## config.mk

```make
export PLATFORM = sky130hd
export DESIGN_NAME = mcycle_arith_unit
export DESIGN_NICKNAME = d
export VERILOG_FILES = /design/src/rtl/mcycle_arith_pkg.sv /design/src/rtl/mcycle_div_iter.sv /design/src/rtl/mcycle_arith_unit.sv
export SDC_FILE = /design/constraint.sdc
export NUM_CORES = 1
export LEC_CHECK = 0
export ABC_AREA = 1
export CORE_MARGIN = 5
export CORE_UTILIZATION = 66
export CTS_BUF_LIST = sky130_fd_sc_hd__clkbuf_2 sky130_fd_sc_hd__clkbuf_4 sky130_fd_sc_hd__clkbuf_8
export DETAILED_ROUTE_END_ITERATION = 8
export PLACE_DENSITY = 0.89
export RECOVER_POWER = 100
export SLEW_MARGIN = 30
export SYNTH_ARGS = -nofsm -noshare
export SYNTH_HDL_FRONTEND = slang
export SYNTH_SLANG_ARGS = --single-unit
```

## constraint.sdc

```tcl
create_clock -name clk -period 11.8 [get_ports clk]
set_clock_uncertainty 0.05 [all_clocks]
set_input_delay 2.95 -clock clk [delete_from_list [all_inputs] [get_ports clk]]
set_output_delay 2.95 -clock clk [all_outputs]
set_load 0.01 [all_outputs]
```

## src/rtl/mcycle_arith_pkg.sv

```systemverilog
`default_nettype none
// ============================================================================
//  Module      : mcycle_arith_pkg
//  Description : Shared definitions for the multi-cycle arithmetic unit:
//                opcode encodings, FSM state encoding, the add/sub execute
//                latency and a small constant-evaluation helper.
//  Revision    : 1.0 - initial release
// ============================================================================
package mcycle_arith_pkg;

    // Operation encodings carried on the opcode port
    localparam logic [1:0] c_OP_ADD = 2'b00;
    localparam logic [1:0] c_OP_SUB = 2'b01;
    localparam logic [1:0] c_OP_MUL = 2'b10;
    localparam logic [1:0] c_OP_DIV = 2'b11;

    // Execute latency of add and subtract, in cycles
    localparam int c_ADDSUB_LAT = 1;

    // Controller states
    typedef enum logic [1:0] {
        ST_IDLE = 2'd0,
        ST_LOAD = 2'd1,
        ST_EXEC = 2'd2,
        ST_OUT  = 2'd3
    } state_t;

    // Larger of two integers, used when sizing the latency counter
    function automatic int max_int(input int x, input int y);
        return (x > y) ? x : y;
    endfunction

endpackage
`default_nettype wire

```

## src/rtl/mcycle_div_iter.sv

```systemverilog
`default_nettype none
// ============================================================================
//  Module      : mcycle_div_iter
//  Description : Iterative unsigned restoring divider, one quotient bit per
//                cycle. A start pulse captures dividend and divisor; each
//                following cycle retires one registered step.
//                quotient/remainder present the result of the step being
//                computed in the current cycle, so the value seen in the
//                WIDTH-th cycle after start is the finished division.
//                Division by zero naturally yields quotient all-ones and
//                remainder equal to the dividend.
//  Ports       : clk, rst (async, active-high)
//                start            - load new operands
//                dividend/divisor - WIDTH-bit unsigned operands
//                quotient/remainder - WIDTH-bit step results
//  Revision    : 1.0 - initial release
// ============================================================================
module mcycle_div_iter #(
    parameter int WIDTH = 8
) (
    input  logic             clk,
    input  logic             rst,
    input  logic             start,
    input  logic [WIDTH-1:0] dividend,
    input  logic [WIDTH-1:0] divisor,
    output logic [WIDTH-1:0] quotient,
    output logic [WIDTH-1:0] remainder
);

    localparam int c_CNT_W = $clog2(WIDTH + 1);

    logic [WIDTH-1:0]   r_rem;
    logic [WIDTH-1:0]   r_quo;   // unconsumed dividend bits in the top, quotient bits enter at the bottom
    logic [WIDTH-1:0]   r_dvs;
    logic [c_CNT_W-1:0] r_cnt;

    logic [WIDTH:0]     w_shift;
    logic [WIDTH:0]     w_trial;
    logic [WIDTH-1:0]   w_rem_next;
    logic [WIDTH-1:0]   w_quo_next;

    // One restoring step. Because the running remainder is always below the
    // divisor, bit WIDTH of the trial difference is set exactly when the
    // subtraction underflows (and never set for a zero divisor).
    always_comb begin
        w_shift = {r_rem, r_quo[WIDTH-1]};
        w_trial = w_shift - {1'b0, r_dvs};
        if (w_trial[WIDTH]) begin
            w_rem_next = w_shift[WIDTH-1:0];
            w_quo_next = {r_quo[WIDTH-2:0], 1'b0};
        end else begin
            w_rem_next = w_trial[WIDTH-1:0];
            w_quo_next = {r_quo[WIDTH-2:0], 1'b1};
        end
    end

    always_ff @(posedge clk or posedge rst) begin
        if (rst) begin
            r_rem <= '0;
            r_quo <= '0;
            r_dvs <= '0;
            r_cnt <= '0;
        end else if (start) begin
            r_rem <= '0;
            r_quo <= dividend;
            r_dvs <= divisor;
            r_cnt <= c_CNT_W'(WIDTH);
        end else if (r_cnt != '0) begin
            r_rem <= w_rem_next;
            r_quo <= w_quo_next;
            r_cnt <= r_cnt - c_CNT_W'(1);
        end
    end

    assign quotient  = w_quo_next;
    assign remainder = w_rem_next;

endmodule
`default_nettype wire

```

## src/rtl/mcycle_arith_unit.sv

```systemverilog
`default_nettype none
// ============================================================================
//  Module      : mcycle_arith_unit
//  Description : Multi-cycle unsigned add/sub/mul/div unit with a
//                IDLE -> LOAD -> EXEC -> OUT controller. Operands are
//                captured during LOAD; EXEC lasts 1 cycle for add/sub,
//                MUL_LAT cycles for mul and WIDTH cycles for div; result and
//                err are registered on entry to OUT and held afterwards.
//  Config      : MCYCLE_ARITH_DIV_EN - when defined the restoring divider is
//                built; otherwise opcode 11 completes in one EXEC cycle with
//                result 0 and err 1.
//  Ports       : clk, rst (async, active-high)
//                go      - start request, honoured only in IDLE
//                opcode  - 00 add, 01 sub, 10 mul, 11 div
//                a, b    - WIDTH-bit unsigned operands
//                result  - 2*WIDTH-bit registered result
//                done    - high for the single OUT cycle
//                busy    - high whenever not IDLE
//                err     - divide error of the last operation
//  Revision    : 1.0 - initial release
// ============================================================================
module mcycle_arith_unit
    import mcycle_arith_pkg::*;
#(
    parameter int WIDTH   = 8,
    parameter int MUL_LAT = 3
) (
    input  logic               clk,
    input  logic               rst,
    input  logic               go,
    input  logic [1:0]         opcode,
    input  logic [WIDTH-1:0]   a,
    input  logic [WIDTH-1:0]   b,
    output logic [2*WIDTH-1:0] result,
    output logic               done,
    output logic               busy,
    output logic               err
);

    // Counter holds (EXEC length - 1), so it only needs to reach max-1
    localparam int c_MAX_LAT = max_int(MUL_LAT, WIDTH);
    localparam int c_CNT_W   = (c_MAX_LAT > 1) ? $clog2(c_MAX_LAT) : 1;

    state_t             r_state;
    state_t             w_state_next;
    logic [c_CNT_W-1:0] r_cnt;
    logic [c_CNT_W-1:0] w_lat_m1;
    logic [1:0]         r_op;
    logic [WIDTH-1:0]   r_a;
    logic [WIDTH-1:0]   r_b;
    logic [2*WIDTH-1:0] r_result;
    logic [2*WIDTH-1:0] w_result_next;
    logic               r_err;
    logic               w_err_next;
    logic               w_exec_last;
    logic [WIDTH:0]     w_sum;
    logic [WIDTH:0]     w_diff;
    logic [2*WIDTH-1:0] w_prod;

    assign w_exec_last = (r_state == ST_EXEC) && (r_cnt == '0);

    // ------------------------------------------------------------------
    // Controller
    // ------------------------------------------------------------------
    always_ff @(posedge clk or posedge rst) begin
        if (rst) begin
            r_state <= ST_IDLE;
        end else begin
            r_state <= w_state_next;
        end
    end

    always_comb begin
        w_state_next = r_state;
        case (r_state)
            ST_IDLE: if (go) w_state_next = ST_LOAD;
            ST_LOAD: w_state_next = ST_EXEC;
            ST_EXEC: if (r_cnt == '0) w_state_next = ST_OUT;
            ST_OUT:  w_state_next = ST_IDLE;
            default: w_state_next = ST_IDLE;
        endcase
    end

    // EXEC length minus one for the operation being loaded. The opcode port
    // is used directly because it is captured on the same edge.
    always_comb begin
        w_lat_m1 = c_CNT_W'(c_ADDSUB_LAT - 1);
        case (opcode)
            c_OP_MUL: w_lat_m1 = c_CNT_W'(MUL_LAT - 1);
`ifdef MCYCLE_ARITH_DIV_EN
            c_OP_DIV: w_lat_m1 = c_CNT_W'(WIDTH - 1);
`endif
            default:  w_lat_m1 = c_CNT_W'(c_ADDSUB_LAT - 1);
        endcase
    end

    // ------------------------------------------------------------------
    // Operand capture and latency counter
    // ------------------------------------------------------------------
    always_ff @(posedge clk or posedge rst) begin
        if (rst) begin
            r_op  <= '0;
            r_a   <= '0;
            r_b   <= '0;
            r_cnt <= '0;
        end else if (r_state == ST_LOAD) begin
            r_op  <= opcode;
            r_a   <= a;
            r_b   <= b;
            r_cnt <= w_lat_m1;
        end else if ((r_state == ST_EXEC) && (r_cnt != '0)) begin
            r_cnt <= r_cnt - c_CNT_W'(1);
        end
    end

    // ------------------------------------------------------------------
    // Divider
    // ------------------------------------------------------------------
`ifdef MCYCLE_ARITH_DIV_EN
    logic             w_div_start;
    logic [WIDTH-1:0] w_div_quo;
    logic [WIDTH-1:0] w_div_rem;

    // Started from LOAD with the port values so that its WIDTH steps line up
    // exactly with the WIDTH EXEC cycles.
    assign w_div_start = (r_state == ST_LOAD);

    mcycle_div_iter #(
        .WIDTH     (WIDTH)
    ) u_div (
        .clk       (clk),
        .rst       (rst),
        .start     (w_div_start),
        .dividend  (a),
        .divisor   (b),
        .quotient  (w_div_quo),
        .remainder (w_div_rem)
    );
`endif

    // ------------------------------------------------------------------
    // Result selection
    // ------------------------------------------------------------------
    always_comb begin
        w_sum         = {1'b0, r_a} + {1'b0, r_b};
        // Bit WIDTH of the widened difference is the borrow (a < b)
        w_diff        = {1'b0, r_a} - {1'b0, r_b};
        w_prod        = {{WIDTH{1'b0}}, r_a} * {{WIDTH{1'b0}}, r_b};
        w_result_next = '0;
        w_err_next    = 1'b0;
        case (r_op)
            c_OP_ADD: w_result_next = {{(WIDTH-1){1'b0}}, w_sum};
            c_OP_SUB: w_result_next = {{(WIDTH-1){1'b0}}, w_diff};
            c_OP_MUL: w_result_next = w_prod;
            default: begin
`ifdef MCYCLE_ARITH_DIV_EN
                w_result_next = {w_div_rem, w_div_quo};
                w_err_next    = (r_b == '0);
`else
                w_result_next = '0;
                w_err_next    = 1'b1;
`endif
            end
        endcase
    end

    always_ff @(posedge clk or posedge rst) begin
        if (rst) begin
            r_result <= '0;
            r_err    <= 1'b0;
        end else if (w_exec_last) begin
            r_result <= w_result_next;
            r_err    <= w_err_next;
        end
    end

    assign result = r_result;
    assign err    = r_err;
    assign done   = (r_state == ST_OUT);
    assign busy   = (r_state != ST_IDLE);

endmodule
`default_nettype wire
```

==> flow_summary.toml <==
[final_layout]
final_cell_mix = "nand2_1, inv_1, ha_1"
drive_above_1_share_pct = 2.80
final_net_count = 788
area_growth_pct = 11.6
final_common_cell = "nand2_1"
num_antenna_cells = 0
postLayoutCellArea_sq_um = 5170
post-route-util_pct = 76.1
fill_cells = 524

[cts]
cts_root_buffer = "clkbuf_8"
cts_tree = "done"
clkLatencyLatePin_ns = 0.30
ctsResizeCount = 0
cts_hold_buf = 0
clk_pin_slew_ns = 0.09
post_cts_buffers = 0
cts.sinks = 40
cts_buffer_depth = 2
h-tree-depth = 2
cts-buffers-inserted = 5

[sta]
final_hold_viol_count = 0
finalMaxSlewViolations = 41
max_freq_ghz = 0.193
rsz0062_at_grt = "no"
relSlewSlack_pct = -44.2
max_slew.worst_pin.slew_ns = 2.16
fin_tns_setup_ns = 0
min_period_ns = 5.18
fin_crit_sh_pct = 43.9
setup_viol_count_final = 0

[die]
die_x_um = 93.8
row_count = 30
die_y_um = 93.8
core_area_sq_um = 6790
die_area_sq_um = 8790
io_pins = 40
initial_core_util_pct = 68.2

[drt]
wl_met2_mm = 5.51
routed_via_density = 5.29
wl_met1_mm = 4.42
avgRoutedWirePerCell_um = 14.1
top_layer_used = "met4"
route.met3.wl_um = 686
drc_errors = 0
ant_nets = 0
dr.pass1.iters = 6
vias = 4093
drtIter0Drc = 327
wirelength_mm = 10.9

[global_route]
grt_first_pass_wirelength_mm = 19.4
grt_max_degree = 41
grt_antenna_before_repair = 0
grt_pass1_vias = 4293
overflow = 0
grt.total_usage_pct = 27.8

[place]
dpl_cell_area_sq_um = 5060
place_congestion = 0.926
place_hpwl_mm = 8.59
port_buffers = 39

[critical_path]
startpoint = "rst"
crit_type = "in2async"
crit_fanout = 40
r2r_cells = 18
end_kind = "async pin"
r2r-end = "result[8]"
max_stage_delay_ns = 1.54
cp.required_ns = 11.73
slowest_stage = "clkbuf_1"
path_cells = "dlygate4sd3_1, inv_1, clkbuf_1"
worstReg2RegStart = "r_b[7]"
rrSetupSlack_ns = 7.50
cp.arrival_ns = 5.11
crit_path_end = "r_b[1]"
crit_buf_inv = 3
cp_top_family = "buffers and inverters"
startpoint_type = "primary input"
cp.depth = 3

[logic_synthesis]
synth_xor_area_share_pct = 1.32
synth-simple-area-share_pct = 24.5
ys_seq_area_share_pct = 21.6
synthesis.nets = 761
synth-edff-count = 0
synthMuxAreaShare_pct = 0
synthAdderAreaFrac_pct = 30.3
synth_cell_types = 37
synth_area_sq_um = 4630
synth_top_family_by_area = "adder cells"
ys_seq_elements = 40
netlist_instances = 650
synth_area_per_cell_sq_um = 7.12
synth_ff_type = "dfrtp_1"
synth-compound-area-share_pct = 7.40
async_flop_share_pct = 100
yosys_warnings = 0

[run_status]
violations = "capacitance limit, slew limit"
status = "complete, but fails checks"

[run]
maxCapViolCount = 1

[worst_hold_path]
hold_path.class = "reg2reg"
-- how the worst min path moves through the flow --
stage	from	to	slack [ns]	cells after the start
final	result[14]	result[14]	0.44	2
after global routing	err	err	0.47	2
after CTS	result[13]	result[13]	0.45	2
after detailed placement	result[13]	result[13]	0.41	2
after global placement	result[13]	result[13]	0.41	2
after floorplan	r_cnt[2]	r_cnt[2]	0.46	2
-- flip-flops by register name, indices dropped and copies added (netlist names) --
register	count
err	1
r_a	8
r_b	8
r_cnt	3
r_op	2
r_state	2
result	16
-- metrics by stage --
stage | hold slack (ns) | cells | worst slack [ns]
floorplan | 0.461 | 650 | 7.77
global placement | 0.412 | 766 | 7.58
detailed placement | 0.415 | 766 | 7.51
CTS | 0.447 | 774 | 7.16
global route | 0.471 | 774 | 6.09
finish | 0.442 | 774 | 6.62
-- cell type report --
class / instances / area (sq um) / share of cell area (%)
inverters: 158 / 597 / 11.5
repair buffers: 41 / 398 / 7.70
clock buffers: 5 / 68.8 / 1.33
clock inverters: 3 / 46.3 / 0.896
multi-input cells: 431 / 2940 / 56.8
flip-flops and latches: 40 / 1000 / 19.4
well taps: 96 / 120 / 2.32
-- synthesized netlist by cell type, types with 2 or more instances --
cell type | number | area [sq um]
a21boi_1 | 3 | 22.5
a21o_1 | 2 | 15.0
a21oi_1 | 15 | 75.1
a2bb2oi_1 | 3 | 26.3
buf_2 | 7 | 35.0
clkbuf_1 | 13 | 48.8
dfrtp_1 | 40 | 1000
fa_1 | 37 | 741
ha_1 | 53 | 663
inv_1 | 153 | 574
inv_2 | 2 | 7.51
nand2_1 | 199 | 747
nand3_1 | 31 | 155
nand4_1 | 5 | 31.3
nor2_1 | 27 | 101
o21ai_0 | 24 | 120
o21ai_1 | 6 | 30.0
o311ai_0 | 2 | 17.5
or2_0 | 2 | 12.5
or2_2 | 3 | 18.8
xor2_1 | 7 | 61.3
-- logic make-up (layout without fill, tap and decap cells) --
logic type | Yosys count | count (layout)
xor gates and xnor gates | 7 | 7
DFF | 40 | 40
and+or+nand+nor | 274 | 274
adders and majority gates | 90 | 90
buffers and inverters | 179 | 207
AOI/OAI and AO/OA | 60 | 60
-- per-layer routing --
| metal | vias up | GRT usage (%) |
|---|---|---|
| met5 | - | 0 |
| met4 | 0 | 10.6 |
| met3 | 29 | 4.97 |
| met2 | 153 | 48.4 |
| met1 | 1910 | 34.1 |
| li1 | 2001 | - |
-- tightest hold or removal path: stages (launching register included) --
cell     delay [ns]
dfrtp_1        0.36
nand2_1        0.05
nand2_1        0.05
Power is left out: the tool's default activity adds up to more than one toggle a clock period on the data nets, which glitch-free logic cannot reach.
